$ cat src/rtl/sensor_pkg.sv
// -----------------------------------------------------------------------------
// sensor_pkg
// Shared definitions for the sensor threshold monitor:
//   SAMPLE_W     - width of sensor samples and averages (8 bits)
//   mon_state_e  - alarm FSM states
//   evt_code_e   - event codes reported on the event interface
// -----------------------------------------------------------------------------
package sensor_pkg;

  localparam int SAMPLE_W = 8;

  typedef enum logic [1:0] {
    ST_NORMAL   = 2'd0,
    ST_PEND_HI  = 2'd1,
    ST_ALARM    = 2'd2,
    ST_PEND_CLR = 2'd3
  } mon_state_e;

  typedef enum logic [1:0] {
    EVT_NONE  = 2'b00,
    EVT_RAISE = 2'b01,
    EVT_CLEAR = 2'b10
  } evt_code_e;

endpackage

$ cat src/rtl/sensor_avg_filter.sv
// -----------------------------------------------------------------------------
// sensor_avg_filter
// Moving-average filter over the last AVG_DEPTH samples (AVG_DEPTH must be a
// power of two, 2..16).
//
// Ports:
//   clk          in   clock, rising edge
//   reset_n      in   asynchronous active-low reset
//   sample_data  in   [SAMPLE_W-1:0] unsigned sample
//   sample_valid in   one sample accepted per high cycle
//   avg_data     out  [SAMPLE_W-1:0] truncated average, holds between updates
//   avg_valid    out  one-cycle pulse the cycle after a sample that produced
//                     a new average (only once the window has been filled)
// -----------------------------------------------------------------------------
module sensor_avg_filter
  import sensor_pkg::*;
#(
  parameter int AVG_DEPTH = 4
) (
  input  logic                clk,
  input  logic                reset_n,
  input  logic [SAMPLE_W-1:0] sample_data,
  input  logic                sample_valid,
  output logic [SAMPLE_W-1:0] avg_data,
  output logic                avg_valid
);

  localparam int LOG2_D = $clog2(AVG_DEPTH);
  localparam int SUM_W  = SAMPLE_W + LOG2_D;
  localparam int FILL_W = $clog2(AVG_DEPTH + 1);

  logic [SAMPLE_W-1:0] win_q [AVG_DEPTH];
  logic [SAMPLE_W-1:0] win_d [AVG_DEPTH];
  logic [SUM_W-1:0]    sum_q, sum_d;
  logic [FILL_W-1:0]   fill_q, fill_d;
  logic [SAMPLE_W-1:0] avg_data_q, avg_data_d;
  logic                avg_valid_q, avg_valid_d;

  always_comb begin
    win_d       = win_q;
    sum_d       = sum_q;
    fill_d      = fill_q;
    avg_data_d  = avg_data_q;
    avg_valid_d = 1'b0;

    if (sample_valid) begin
      win_d[0] = sample_data;
      for (int i = 1; i < AVG_DEPTH; i++) begin
        win_d[i] = win_q[i-1];
      end
      // The oldest slot is zero until the window fills, so the running sum
      // is exact from the first sample on.
      sum_d = sum_q - SUM_W'(win_q[AVG_DEPTH-1]) + SUM_W'(sample_data);

      // Fill counter saturates at AVG_DEPTH.
      if (fill_q != FILL_W'(AVG_DEPTH)) begin
        fill_d = fill_q + FILL_W'(1);
      end

      if (fill_d == FILL_W'(AVG_DEPTH)) begin
        avg_valid_d = 1'b1;
        avg_data_d  = SAMPLE_W'(sum_d >> LOG2_D);
      end
    end
  end

  always_ff @(posedge clk or negedge reset_n) begin
    if (!reset_n) begin
      for (int i = 0; i < AVG_DEPTH; i++) begin
        win_q[i] <= '0;
      end
      sum_q       <= '0;
      fill_q      <= '0;
      avg_data_q  <= '0;
      avg_valid_q <= 1'b0;
    end else begin
      win_q       <= win_d;
      sum_q       <= sum_d;
      fill_q      <= fill_d;
      avg_data_q  <= avg_data_d;
      avg_valid_q <= avg_valid_d;
    end
  end

  assign avg_data  = avg_data_q;
  assign avg_valid = avg_valid_q;

endmodule

$ cat src/rtl/sensor_threshold_monitor.sv
// -----------------------------------------------------------------------------
// sensor_threshold_monitor
// Averages incoming sensor samples, runs a debounced hysteresis alarm FSM on
// the averages and reports alarm raise/clear events through a single-entry
// event register.
//
// Parameters:
//   AVG_DEPTH  moving-average window (power of two, 2..16)
//   DEBOUNCE   consecutive qualifying averages to raise/clear (1..15)
//
// Ports:
//   clk, reset_n               clock / asynchronous active-low reset
//   sample_data, sample_valid  sample input
//   thresh_hi, thresh_lo       raise (avg > hi) / clear (avg < lo) thresholds
//   avg_data, avg_valid        moving average and its update pulse
//   alarm                      high while in ALARM or PEND_CLR (registered)
//   event_valid, event_ready   event handshake
//   event_code, event_value    EVT_RAISE / EVT_CLEAR and triggering average
//   overrun, overrun_clr       sticky lost-event flag and its clear
//   state_dbg                  current FSM state (mon_state_e encoding)
//
// Event handshake: an event is transferred on every cycle where event_valid
// and event_ready are both high. While event_valid is high and no transfer
// happens, event_code and event_value hold stable. A new event arriving while
// the register is full and not transferring is dropped and sets overrun; a
// new event arriving in the transfer cycle replaces the old one.
// -----------------------------------------------------------------------------
module sensor_threshold_monitor
  import sensor_pkg::*;
#(
  parameter int AVG_DEPTH = 4,
  parameter int DEBOUNCE  = 3
) (
  input  logic                clk,
  input  logic                reset_n,
  input  logic [SAMPLE_W-1:0] sample_data,
  input  logic                sample_valid,
  input  logic [SAMPLE_W-1:0] thresh_hi,
  input  logic [SAMPLE_W-1:0] thresh_lo,
  output logic [SAMPLE_W-1:0] avg_data,
  output logic                avg_valid,
  output logic                alarm,
  output logic                event_valid,
  input  logic                event_ready,
  output logic [1:0]          event_code,
  output logic [SAMPLE_W-1:0] event_value,
  output logic                overrun,
  input  logic                overrun_clr,
  output logic [1:0]          state_dbg
);

  localparam int CNT_W = 4;

  // ---------------------------------------------------------------------------
  // Averaging
  // ---------------------------------------------------------------------------
  sensor_avg_filter #(
    .AVG_DEPTH (AVG_DEPTH)
  ) u_avg (
    .clk          (clk),
    .reset_n      (reset_n),
    .sample_data  (sample_data),
    .sample_valid (sample_valid),
    .avg_data     (avg_data),
    .avg_valid    (avg_valid)
  );

  // ---------------------------------------------------------------------------
  // Alarm FSM, debounce counter and event staging
  // ---------------------------------------------------------------------------
  mon_state_e          state_q, state_d;
  logic [CNT_W-1:0]    cnt_q, cnt_d;
  // Staging flop: an event decided on a transition is loaded into the event
  // register one cycle later, aligned with the registered alarm output.
  logic                new_evt_q, new_evt_d;
  evt_code_e           new_code_q, new_code_d;
  logic [SAMPLE_W-1:0] new_val_q, new_val_d;

  always_comb begin
    state_d    = state_q;
    cnt_d      = cnt_q;
    new_evt_d  = 1'b0;
    new_code_d = new_code_q;
    new_val_d  = new_val_q;

    if (avg_valid) begin
      case (state_q)
        ST_NORMAL: begin
          if (avg_data > thresh_hi) begin
            if (DEBOUNCE == 1) begin
              state_d    = ST_ALARM;
              cnt_d      = '0;
              new_evt_d  = 1'b1;
              new_code_d = EVT_RAISE;
              new_val_d  = avg_data;
            end else begin
              state_d = ST_PEND_HI;
              cnt_d   = CNT_W'(1);
            end
          end
        end
        ST_PEND_HI: begin
          if (avg_data > thresh_hi) begin
            if (cnt_q + CNT_W'(1) == CNT_W'(DEBOUNCE)) begin
              state_d    = ST_ALARM;
              cnt_d      = '0;
              new_evt_d  = 1'b1;
              new_code_d = EVT_RAISE;
              new_val_d  = avg_data;
            end else begin
              cnt_d = cnt_q + CNT_W'(1);
            end
          end else begin
            state_d = ST_NORMAL;
            cnt_d   = '0;
          end
        end
        ST_ALARM: begin
          if (avg_data < thresh_lo) begin
            if (DEBOUNCE == 1) begin
              state_d    = ST_NORMAL;
              cnt_d      = '0;
              new_evt_d  = 1'b1;
              new_code_d = EVT_CLEAR;
              new_val_d  = avg_data;
            end else begin
              state_d = ST_PEND_CLR;
              cnt_d   = CNT_W'(1);
            end
          end
        end
        ST_PEND_CLR: begin
          if (avg_data < thresh_lo) begin
            if (cnt_q + CNT_W'(1) == CNT_W'(DEBOUNCE)) begin
              state_d    = ST_NORMAL;
              cnt_d      = '0;
              new_evt_d  = 1'b1;
              new_code_d = EVT_CLEAR;
              new_val_d  = avg_data;
            end else begin
              cnt_d = cnt_q + CNT_W'(1);
            end
          end else begin
            state_d = ST_ALARM;
            cnt_d   = '0;
          end
        end
        default: begin
          state_d = ST_NORMAL;
          cnt_d   = '0;
        end
      endcase
    end
  end

  // ---------------------------------------------------------------------------
  // Registered alarm and event register
  // ---------------------------------------------------------------------------
  logic                alarm_q, alarm_d;
  logic                ev_valid_q, ev_valid_d;
  evt_code_e           ev_code_q, ev_code_d;
  logic [SAMPLE_W-1:0] ev_value_q, ev_value_d;
  logic                overrun_q, overrun_d;
  logic                accept;
  logic                drop;

  always_comb begin
    alarm_d    = (state_q == ST_ALARM) || (state_q == ST_PEND_CLR);
    accept     = ev_valid_q & event_ready;
    drop       = new_evt_q & ev_valid_q & ~accept;
    ev_valid_d = ev_valid_q;
    ev_code_d  = ev_code_q;
    ev_value_d = ev_value_q;
    overrun_d  = overrun_q;

    if (new_evt_q && !drop) begin
      ev_valid_d = 1'b1;
      ev_code_d  = new_code_q;
      ev_value_d = new_val_q;
    end else if (accept) begin
      ev_valid_d = 1'b0;
    end

    // Set has priority over clear so a loss in the clear cycle is not hidden.
    if (overrun_clr) begin
      overrun_d = 1'b0;
    end
    if (drop) begin
      overrun_d = 1'b1;
    end
  end

  always_ff @(posedge clk or negedge reset_n) begin
    if (!reset_n) begin
      state_q    <= ST_NORMAL;
      cnt_q      <= '0;
      new_evt_q  <= 1'b0;
      new_code_q <= EVT_NONE;
      new_val_q  <= '0;
      alarm_q    <= 1'b0;
      ev_valid_q <= 1'b0;
      ev_code_q  <= EVT_NONE;
      ev_value_q <= '0;
      overrun_q  <= 1'b0;
    end else begin
      state_q    <= state_d;
      cnt_q      <= cnt_d;
      new_evt_q  <= new_evt_d;
      new_code_q <= new_code_d;
      new_val_q  <= new_val_d;
      alarm_q    <= alarm_d;
      ev_valid_q <= ev_valid_d;
      ev_code_q  <= ev_code_d;
      ev_value_q <= ev_value_d;
      overrun_q  <= overrun_d;
    end
  end

  assign alarm       = alarm_q;
  assign event_valid = ev_valid_q;
  assign event_code  = ev_code_q;
  assign event_value = ev_value_q;
  assign overrun     = overrun_q;
  assign state_dbg   = state_q;

endmodule
$ cat config.mk
export PLATFORM = sky130hd
export DESIGN_NAME = sensor_threshold_monitor
export DESIGN_NICKNAME = d
export VERILOG_FILES = /design/src/rtl/sensor_pkg.sv /design/src/rtl/sensor_avg_filter.sv /design/src/rtl/sensor_threshold_monitor.sv
export SDC_FILE = /design/constraint.sdc
export NUM_CORES = 1
export LEC_CHECK = 0
export CAP_MARGIN = 10
export CORE_ASPECT_RATIO = 2
export CORE_MARGIN = 2
export CORE_UTILIZATION = 55
export DETAILED_ROUTE_END_ITERATION = 8
export GPL_ROUTABILITY_DRIVEN = 0
export PLACE_DENSITY = 0.79
export RECOVER_POWER = 100
export SLEW_MARGIN = 20
export SYNTH_ARGS = -nofsm -noshare
export SYNTH_HDL_FRONTEND = slang
export SYNTH_SLANG_ARGS = --single-unit
export TNS_END_PERCENT = 10
$ cat constraint.sdc
create_clock -name clk -period 7.2 [get_ports clk]
set_clock_uncertainty 0.05 [all_clocks]
set_input_delay 0.72 -clock clk [delete_from_list [all_inputs] [get_ports clk]]
set_output_delay 0.72 -clock clk [all_outputs]
set_load 0.02 [all_outputs]
## Yosys cells after proc, flatten, opt, wreduce, memory -nomap -nowiden

Cells that the tools add are included.

- Add/sub/neg operators: 4
- Order comparisons: 2
- Eq/ne operators: 14
- Multiplexer cells: 34
- Bitwise operators: 4
- Reductions and logical operators: 12

Operators by type and width:

| operator | number |
|---|---|
| two-way mux 8 bit | 3 |
| two-way mux 4 bit | 5 |
| two-way mux 2 bit | 9 |
| case mux 4 bit (4 select lines) | 1 |
| case mux 8 bit (2 select lines) | 1 |
| != test 2 bit (second input constant) | 6 |
| adder 10 x 8 -> 10 bit | 1 |
| two-way mux 1 bit | 10 |
| subtractor 10 x 8 -> 10 bit | 1 |
| != test 3 bit (second input constant) | 3 |
| greater-than comparator 8 bit | 1 |
| less-than comparator 8 bit | 1 |
| case mux 2 bit (4 select lines) | 1 |
| two-way mux 3 bit | 2 |
| AND reduction 6 bit | 1 |
| nonzero test 2 bit | 3 |
| AND reduction 5 bit | 1 |
| adder 4 x 1 -> 4 bit (second input constant) | 1 |
| equality test 2 bit (second input constant) | 2 |
| equality test 4 x 2 -> 1 bit (second input constant) | 1 |
| case mux 2 bit (2 select lines) | 1 |
| AND reduction 4 bit | 1 |
| adder 3 x 1 -> 3 bit (second input constant) | 1 |
| bitwise AND 1 bit | 3 |
| 10 further kinds | 10 |

- Bits in registers: 84
- Input port bits: 29
- Output and inout bits: 24
- Logic and storage cells: 88

## Depth between registers and ports, before layout

Gate-level depths: netlist (run 1).

- Word-level depth: 6
- Gate-level depth with buffers: 11
- Mapped depth without buffers: 11

## Modules after synthesis

A second synthesis (run 1) with hierarchy kept.

- Cells, all modules: 411
- Area total of the unflattened synthesis: 4,585.6 um^2

By module, submodules not included:

| module | instances | cells an instance | area an instance (um^2) |
|---|---|---|---|
| sensor_avg_filter | 1 | 249 | 2,829.0 |
| sensor_threshold_monitor | 1 | 162 | 1,756.7 |

## Least setup slack after synthesis (run 1)

No wires, ideal clock.

- Path type: input to register
- From: in sample_data[3]
- To: reg u_avg.sum_q[7]
- Arrival time: 2,796 ps
- Required time: 7,025 ps
- Setup slack: 4,229 ps
- Cell stages on the path: 10
- Path buffers: 0
- Cell sequence: inv_1 -> fa_1 -> inv_1 -> ha_1 -> and3_4 -> a2111oi_4 -> o21bai_1 -> a21oi_1 -> xnor2_1 -> mux2_2

- Cells in the longest elaborated chain, start to end: 1

Ends and longest elaborated chain:

| what | RTL line | text |
|---|---|---|
| from (decl) | sensor_threshold_monitor.sv:36 | `input logic [SAMPLE_W-1:0] sample_data,` |
| adder 10 x 8 -> 10 bit | sensor_avg_filter.sv:53 | `sum_d = sum_q - SUM_W'(win_q[AVG_DEPTH-1]) + SUM_W'(sample_data);` |
| to (signal assigned) | sensor_avg_filter.sv:78 | `sum_q <= sum_d;` |
| to (decl) | sensor_avg_filter.sv:34 | `logic [SUM_W-1:0] sum_q, sum_d;` |

No other way between the ends.
A chain may end at the register's enable or synchronous reset.

==> reports/results.ini, run 1 <==
[synthesis]
avgSynthCellArea_um2 = 11.67
async_reset_ff_frac = 1.000
synth_edf_count = 0
synth_cell_type_count = 43
synth-seq-cells = 84
syn_inst = 375
synth_nets = 441
ys.flop_type = dfrtp_1
synth.top_cell.area_share = 0.4803
yosysTopAreaCell = dfrtp_1
ys_warn_count = 0
synth.yosys.seq_area_share = 0.4803
yosys-top-cells-area = dfrtp_1 48%, mux2_2 16%, ha_1 8.3%
netlist_area_um2 = 4377

[floorplanning]
die_area_um2 = 8730
dieHeight_um = 130.2
core_area_um2 = 7828
initial_utilization = 0.5591
pin_count = 53
placementRows = 46
dieWidth_um = 67.08

[cts]
cts_setup_buffers = 0
clock-sinks = 84
cts_root_buf = clkbuf_16
cts_max_path_buffers = 2
clk_latency_ps = 330
cts-resized-gates = 0
numCtsBuffers = 9
cts_tree = done
hold_buffers = 0
htree_levels = 3
path_clk_slew_ps = 60

[worst_setup_path]
crit_slowest_cell = clkbuf_1
path_class = primary input to async pin
cp_top_family = buffers and inverters
cp_max_fo = 84
cp-end-kind = async pin
cp-start-kind = primary input
arrival_ps = 3780
crit_required_ps = 6560
crit_path_max_incr_delay_ps = 3020
crit_chain = clkbuf_1
crit_buf_inv = 1

[outcome]
status = finished, violations left
violations = max-capacitance violations, max-slew violations

[global_routing]
track_usage = 0.2123
use_met3 = 0.04483
first_global_vias = 3007
met2_usage = 0.3698
top_usage_layer = met2
met1_usage = 0.2530
grt_max_degree = 85
overflow = 0
antenna_found_initial = 0
grt_pass1_wl_um = 14030

[final_layout]
ff_latch_area_um2 = 2102
drive_gt1_frac = 0.1839
final_common_cell = dfrtp_1
multi_input_area_um2 = 1969
antenna_cells = 0
fill_cells = 606
nets = 496
syn2layout_area_growth_pct = 19.73
layout_common_cells = 84 x dfrtp_1, 60 x mux2_2, 59 x inv_1, 29 x ha_1, 28 x dlygate4sd3_1

[placed_design]
port_buffers = 52
hpwl_um = 5763

[routing]
wirelength_um = 8294
routedWlPerCell_um = 15.62
drcViolationCount = 0
drt-pass1-iter-count = 6
vias = 2895
postRouteAntennaNets = 0
via_per_inst = 5.452
drt-initial-drc-count = 175

[timing]
finalCritPeriodShare = 0.6139
maxSlewViolCount = 138
worstMarginPinSlew_ps = 4363
setup_viol = 0
setup_tns_ps = 0
clock.fmax_ghz = 0.2262
max-slew-margin-rel = -1.909
hold_viol = 0
rsz0062_at_grt = no
hold_ws_ps = 432.2
min_period_ps = 4420

[min_path]
hold_class = flip-flop to flip-flop

[job]
max_cap_viol_count = 2

[power]
power_density_nw_per_um2 = 405.8
vdd_drop_max_uv = 354.9
p_leak_nw = 2.553

[through the flow]
stage	util	setup slack (ps)	power, mW	area, µm²	instances
global route	0.6694	1871	2.306	5240	531
CTS	0.6770	3916	2.194	5299	531
floorplan	-	4229	1.423	4377	375
detailed placement	0.6362	3583	1.693	4980	515
global placement	0.6362	3617	1.639	4980	515
finish	0.6694	2780	2.126	5240	531
[cells by family after synthesis]
| kind of cell | share of synthesized area |
|---|---|
| compound gates | 0.09148 |
| xor+xnor | 0.02201 |
| fa+ha+maj | 0.1195 |
| buf+inv | 0.05746 |
| flops | 0.4803 |
| mux | 0.1595 |
| simple gates | 0.06975 |
[where the power goes]
part	internal, mW	switching, mW
registers	0.579	0.0988
logic	0.447	0.514
clock network	0.313	0.175
total	1.34	0.788
[cells in the mapped netlist, types with 2 or more instances]
| library cell | instances |
|---|---|
| inv_1 | 59 |
| nor2_1 | 8 |
| a21oi_1 | 13 |
| dfrtp_1 | 84 |
| nor2b_1 | 3 |
| nand3_1 | 4 |
| a21o_1 | 2 |
| buf_1 | 3 |
| ha_1 | 29 |
| a31oi_1 | 4 |
| fa_1 | 8 |
| o21a_1 | 2 |
| nand4_1 | 4 |
| and2_1 | 2 |
| a22o_1 | 3 |
| mux2_2 | 62 |
| xnor2_1 | 11 |
| o21ai_0 | 15 |
| o21bai_1 | 3 |
| nand2_1 | 18 |
| nand2b_1 | 4 |
| a211oi_1 | 2 |
| nor3_1 | 7 |
| clkbuf_1 | 5 |
| nand3_2 | 2 |
[metal layers]
layer | share of wire | vias up
met5 | 0 | -
met4 | 0.017 | 0
met3 | 0.035 | 11
met2 | 0.53 | 49
met1 | 0.42 | 1453
li1 | - | 1382
[layout make-up]
cell class / count / share of cell area
multi-input combinational: 224 / 0.3758
clock inverter: 4 / 0.01385
clock buffer: 12 / 0.04704
tap: 96 / 0.02292
timing repair buffer: 52 / 0.09694
inverter: 59 / 0.04226
sequential: 84 / 0.4011
[worst paths after layout]
check / start / to / slack, ps / depth (start not counted)
max reg2reg: u_avg.sum_q[2]$_DFFE_PN0P_ / u_avg.avg_data[5]$_DFFE_PN0P_ / 4040 / 10
min: new_code_q[0]$_DFFE_PN0P_ / new_code_q[0]$_DFFE_PN0P_ / 430 / 1
min in group asynchronous: reset_n / u_avg.win_q[0]$_DFFE_PN0P_ / 1890 / 1
max: reset_n / cnt_q[0]$_DFFE_PN0P_ / 2780 / 1
max in group clk: sample_valid / u_avg.avg_data[6]$_DFFE_PN0P_ / 2870 / 4
min reg2reg: new_code_q[0]$_DFFE_PN0P_ / new_code_q[0]$_DFFE_PN0P_ / 430 / 1
[flip-flops by register name, summed over array words and instances, names as in the netlist, 2 cells and up]
register,count
state_dbg,2
event_value,8
u_avg.sum_q,10
u_avg.win_q,32
u_avg.avg_data,8
u_avg.fill_q,3
cnt_q,4
new_val_q,8
new_code_q,2
event_code,2
Note: power is estimated with default switching activity, not from simulation.
==> inputs of run 2 (changes only) <==
==> constraint.sdc (replaced) <==
create_clock -name clk -period 4.25 [get_ports clk]
set_clock_uncertainty 0.05 [all_clocks]
set_input_delay 0.425 -clock clk [delete_from_list [all_inputs] [get_ports clk]]
set_output_delay 0.425 -clock clk [all_outputs]
set_load 0.02 [all_outputs]
==> reports/results.ini, run 2 (synthesis results as in run 1) <==
[timing]
max-slew-margin-rel = -0.3489  ; +1.560
worstMarginPinSlew_ps = 2023  ; -2340 ps
hold_viol = 0  ; unchanged
clock.fmax_ghz = 0.3060
setup_tns_ps = 0  ; unchanged
min_period_ps = 3268
setup_viol = 0  ; unchanged
rsz0062_at_grt = no
maxSlewViolCount = 85  ; -38%
finalCritPeriodShare = 0.7690

[final_layout]
layout_common_cells = 84 x dfrtp_1, 62 x mux2_2, 59 x inv_1, 29 x ha_1, 28 x dlygate4sd3_1
largest_reg_flops = 32  ; unchanged
nets = 497  ; +0.20%
final_common_cell = dfrtp_1
top_regs = u_avg.win_q (32), u_avg.sum_q (10)
syn2layout_area_growth_pct = 19.67  ; about the same
fill_cells = 601  ; -0.83%
antenna_cells = 0  ; unchanged
largest_register = u_avg.win_q
drive_gt1_frac = 0.1954  ; +0.01149

[power]
power_density_nw_per_um2 = 689.8  ; +70%
seq_power_share = 0.317  ; -0.002
vdd_drop_max_uv = 366.4  ; +3.2%
power_frac_comb = 0.460  ; +0.008
clkPwrFrac = 0.224  ; -0.005
p_leak_nw = 2.558  ; +0.21%
total_power_mw = 3.613  ; +70%
netSwitchingFraction = 0.3755  ; +0.004927
p_sw_mw = 1.356  ; +72%
p_int_mw = 2.256  ; +69%

[cts]
path_clk_slew_ps = 60  ; about the same
clock-sinks = 84  ; unchanged
clk_latency_ps = 340  ; about the same
numCtsBuffers = 9  ; unchanged
cts-resized-gates = 0  ; unchanged
cts_root_buf = clkbuf_16
cts_tree = done
cts_setup_buffers = 0  ; unchanged
htree_levels = 3  ; unchanged
hold_buffers = 0  ; unchanged
cts_max_path_buffers = 2  ; unchanged

[routing]
drt-initial-drc-count = 198  ; +13%
postRouteAntennaNets = 0  ; unchanged
vias = 2893  ; -0.069%
routedWlPerCell_um = 15.93  ; +2.0%
via_per_inst = 5.448  ; about the same
wirelength_um = 8457  ; +2.0%
drcViolationCount = 0  ; unchanged
drt-pass1-iter-count = 4  ; -2

[floorplanning]
initial_utilization = 0.5591  ; unchanged
dieHeight_um = 130.2  ; unchanged
die_area_um2 = 8730  ; unchanged
placementRows = 46  ; unchanged
core_area_um2 = 7828  ; unchanged
pin_count = 53  ; unchanged
dieWidth_um = 67.08  ; unchanged

[worst_setup_path]
r2r_cells = 10  ; unchanged
r2r-start = u_avg.sum_q[2]$_DFFE_PN0P_
arrival_ps = 3440  ; -340 ps
cp_max_fo = 2  ; -98%
cp-end-kind = flip-flop
path_class = primary input to flip-flop
crit_required_ps = 4420  ; -2140 ps
setup.worst_path.start = sample_data[1]
cp-start-kind = primary input

[outcome]
status = finished, violations left
violations = max-capacitance violations, max-slew violations

[placed_design]
port_buffers = 52  ; unchanged
hpwl_um = 6088  ; +5.6%

[global_routing]
grt_pass1_wl_um = 13970  ; -0.49%
grt_max_degree = 85  ; unchanged
antenna_found_initial = 0  ; unchanged
overflow = 0  ; unchanged
track_usage = 0.2143  ; +0.002015
first_global_vias = 3035  ; +0.93%

[job]
max_cap_viol_count = 2  ; unchanged

[min_path]
hold_class = flip-flop to flip-flop
min_from = new_evt_q$_DFF_PN0_
holdPathStages = 2  ; +1

-- run 2: cell types whose count changed in the layout (fill, tap and decap cells not counted), sizes merged --
| cell | change |
|---|---|
| buf | +2 |
| clkinv | +1 |
| clkbuf | -3 |
-- run 2: final cells by class --
cell class / instances / area [µm²] / share of cell area
Multi-Input combinational cell: 224 / 1969 / 0.3760
Clock buffer: 10 / 229.0 / 0.04372
Inverter: 59 / 221.5 / 0.04228
Tap cell: 96 / 120.1 / 0.02293
Sequential cell: 84 / 2102 / 0.4013
Clock inverter: 5 / 77.57 / 0.01481
Timing Repair Buffer: 53 / 518.0 / 0.09890
-- run 2: path summary, 6_finish.rpt --
kind                                                  to  slack (ps)
hold reg to reg                  event_valid$_DFFE_PN0P_         420
max in group asynchronous                alarm$_DFF_PN0_        2360
hold / removal                   event_valid$_DFFE_PN0P_         420
min in group asynchronous    u_avg.win_q[24]$_DFFE_PN0P_         610
setup / recovery           u_avg.avg_data[5]$_DFFE_PN0P_         980
setup reg to reg           u_avg.avg_data[5]$_DFFE_PN0P_        1270
-- run 2: metrics by stage --
step           area (µm²)  hold WS, ps  utilization  setup slack, ps  cells
6_report             5238        416.6       0.6691            981.6    531
5_1_grt              5238        462.3       0.6691            800.3    531
4_1_cts              5294        254.0       0.6763             1202    531
3_5_place_dp         4987        406.9       0.6371            873.9    516
3_3_place_gp         4987        399.3       0.6371            963.0    516
2_1_floorplan        4377        79.41            -             1574    375
-- run 2: metal layers --
metal	track usage	wire [µm]	vias up
met2	0.3687	4512	67
met5	0	0	-
met3	0.05259	343	18
met1	0.2487	3388	1420
met4	0.09124	213	0
li1	-	-	1388
-- run 2: worst max-delay path, cell delays in order --
cell and delay [ps]:
dlygate4sd3_1 540, inv_1 70, fa_1 540, inv_1 80, ha_1 310, a21o_1 170
a2111oi_0 580, o21bai_1 150, a21oi_1 200, xnor2_1 90, mux2_2 270
-- run 2: power groups by stage --
| stage | Clock (mW) | Combinational (mW) | Sequential (mW) |
|---|---|---|---|
| after global placement | 0 | 1.63 | 1.15 |
| after global routing | 0.854 | 1.87 | 1.17 |
| final | 0.808 | 1.66 | 1.14 |
| after detailed placement | 0 | 1.73 | 1.16 |
| after CTS | 0.824 | 1.76 | 1.15 |
| after floorplan | 0 | 1.26 | 1.15 |
==> inputs of run 3 (changes only) <==
==> constraint.sdc (replaced) <==
create_clock -name clk -period 3.4 [get_ports clk]
set_clock_uncertainty 0.05 [all_clocks]
set_input_delay 0.34 -clock clk [delete_from_list [all_inputs] [get_ports clk]]
set_output_delay 0.34 -clock clk [all_outputs]
set_load 0.02 [all_outputs]
==> reports/results.ini, run 3 (synthesis results as in run 1) <==
[outcome]
status = finished, violations left
violations = max-capacitance violations, max-slew violations

[worst_setup_path]
r2r_slack_ps = 510  ; -760 ps
crit_chain = dlygate4sd3_1, inv_1, fa_1, inv_1, fa_1, a21o_1, a21oi_1, o21ai_0, a31oi_1, xnor2_1, mux2_2
crit_path_max_incr_delay_ps = 540  ; -40 ps
cp_top_family = adder cells
crit_end = u_avg.sum_q[8]$_DFFE_PN0P_
crit_slowest_cell = dlygate4sd3_1
r2r-start = u_avg.avg_data[2]$_DFFE_PN0P_
cp_max_fo = 3  ; +1
path_class = primary input to flip-flop
arrival_ps = 3210  ; -230 ps
cp-end-kind = flip-flop
crit_buf_inv = 3  ; unchanged
setup.worst_path.start = sample_data[1]
cp-start-kind = primary input
r2r_cells = 7  ; -3
crit_required_ps = 3570  ; -850 ps
cp.depth = 11  ; unchanged
r2r-end = new_val_q[7]$_DFFE_PN0P_

[timing]
hold_viol = 0  ; unchanged
setup_tns_ps = 0  ; unchanged
min_period_ps = 3045
finalWorstSetupSlack_ps = 355.2  ; -626.3 ps
maxSlewViolCount = 137  ; +61%
max-slew-margin-rel = -0.5909  ; -0.2420
clock.fmax_ghz = 0.3284
rsz0062_at_grt = no
setup_viol = 0  ; unchanged
worstMarginPinSlew_ps = 2386  ; +363.0 ps
finalCritPeriodShare = 0.8955

[power]
power_density_nw_per_um2 = 878.8  ; +27%
total_power_mw = 4.639  ; +28%
p_leak_nw = 2.565  ; +0.25%
vdd_drop_max_uv = 639.3  ; +74%

[floorplanning]
pin_count = 53  ; unchanged
dieWidth_um = 67.08  ; unchanged
dieHeight_um = 130.2  ; unchanged
core_area_um2 = 7828  ; unchanged
die_area_um2 = 8730  ; unchanged
initial_utilization = 0.5591  ; unchanged
placementRows = 46  ; unchanged

[cts]
cts_tree = done
numCtsBuffers = 9  ; unchanged
hold_buffers = 0  ; unchanged
clock-sinks = 84  ; unchanged
cts_max_path_buffers = 2  ; unchanged
htree_levels = 3  ; unchanged
clk_latency_ps = 330  ; about the same
path_clk_slew_ps = 60  ; about the same
cts-resized-gates = 0  ; unchanged
cts_setup_buffers = 0  ; unchanged
cts_root_buf = clkbuf_16

[final_layout]
fin_cells = 532  ; +0.19%
layout_common_cells = 84 x dfrtp_1, 62 x mux2_2, 59 x inv_1, 29 x ha_1, 28 x dlygate4sd3_1
top_regs = u_avg.win_q (32), u_avg.sum_q (10)
largest_register = u_avg.win_q
drive_gt1_frac = 0.1904  ; -0.005035
antenna_cells = 0  ; unchanged
multi_input_area_um2 = 1988  ; +0.95%
syn2layout_area_growth_pct = 20.61
final_common_cell = dfrtp_1
largest_reg_flops = 32  ; unchanged
fill_cells = 610  ; +1.5%
ff_latch_area_um2 = 2102  ; unchanged
nets = 497  ; unchanged

[placed_design]
hpwl_um = 5962  ; -2.1%
port_buffers = 52  ; unchanged
place_ws_ps = 122.9  ; -751.0 ps
place_inst = 516  ; unchanged

[routing]
via_per_inst = 5.434  ; -0.26%
routed.top_layer = met4
drcViolationCount = 0  ; unchanged
dr_wl_met2_um = 4438  ; -1.6%
wirelength_um = 8369  ; -1.0%
wl_met3_um = 300  ; -13%
routedWlPerCell_um = 15.73  ; -1.2%
drt-pass1-iter-count = 4  ; unchanged
drt-met1-wl_um = 3476  ; +2.6%
drt-initial-drc-count = 194  ; -2.0%
vias = 2891  ; -0.069%
postRouteAntennaNets = 0  ; unchanged

[global_routing]
antenna_found_initial = 0  ; unchanged
overflow = 0  ; unchanged
track_usage = 0.2129  ; -0.001441
grt_pass1_wl_um = 14010  ; +0.34%
first_global_vias = 3013  ; -0.72%
grt_max_degree = 85  ; unchanged

[min_path]
hold_class = flip-flop to flip-flop

[job]
max_cap_viol_count = 2  ; unchanged

==> run 3: cell count changes in the layout (fill, tap and decap cells not counted) <==
cell and delta:
clkbuf_1 +4, clkinv_2 -2, a2111oi_0 -1, a2111oi_4 +1
buf_2 -1, buf_4 -1, bufinv_16 +1
==> run 3: power by group <==
part	internal, mW	leakage [nW]	switching (mW)
Sequential	1.23	1.05	0.206
Clock	0.718	0.157	0.375
Combinational	0.986	1.36	1.13
Total	2.93	2.56	1.71
==> run 3: cell type report <==
type	count	share of cell area
Sequential cell	84	0.3982
Multi-Input combinational cell	224	0.3766
Clock inverter	4	0.01849
Clock buffer	12	0.04480
Tap cell	96	0.02275
Timing Repair Buffer	53	0.09718
Inverter	59	0.04195
==> run 3: per-stage QoR <==
step | cell area (µm²) | hold slack, ps | utilization
6_report | 5279 | 421.4 | 0.6744
3_3_place_gp | 4987 | 400.5 | 0.6371
5_1_grt | 5279 | 440.9 | 0.6744
4_1_cts | 5321 | 179.7 | 0.6798
3_5_place_dp | 4987 | 410.5 | 0.6371
2_1_floorplan | 4377 | -5.591 | -
==> run 3: how the worst min path moves through the flow <==
stage,start,endpoint,slack [ps],cells past startpoint
2_1_floorplan,reset_n,alarm$_DFF_PN0_,-6,0
3_3_place_gp,new_evt_q$_DFF_PN0_,event_valid$_DFFE_PN0P_,400,2
3_5_place_dp,new_evt_q$_DFF_PN0_,event_valid$_DFFE_PN0P_,410,2
4_1_cts,reset_n,u_avg.win_q[0]$_DFFE_PN0P_,180,1
5_1_grt,sample_valid,u_avg.avg_valid$_DFF_PN0_,440,3
6_report,new_evt_q$_DFF_PN0_,event_valid$_DFFE_PN0P_,420,2
==> run 3: worst min-delay path: stages, from the launching register on <==
cell and delay [ps]:
dfrtp_1 340, inv_1 50, nand2_1 50
==> run 3: metal layers <==
metal / vias to the layer above / global-route usage
met4: 0 / 0.08403
met2: 73 / 0.3640
met5: - / 0
met3: 12 / 0.03534
met1: 1427 / 0.2636
li1: 1379 / -
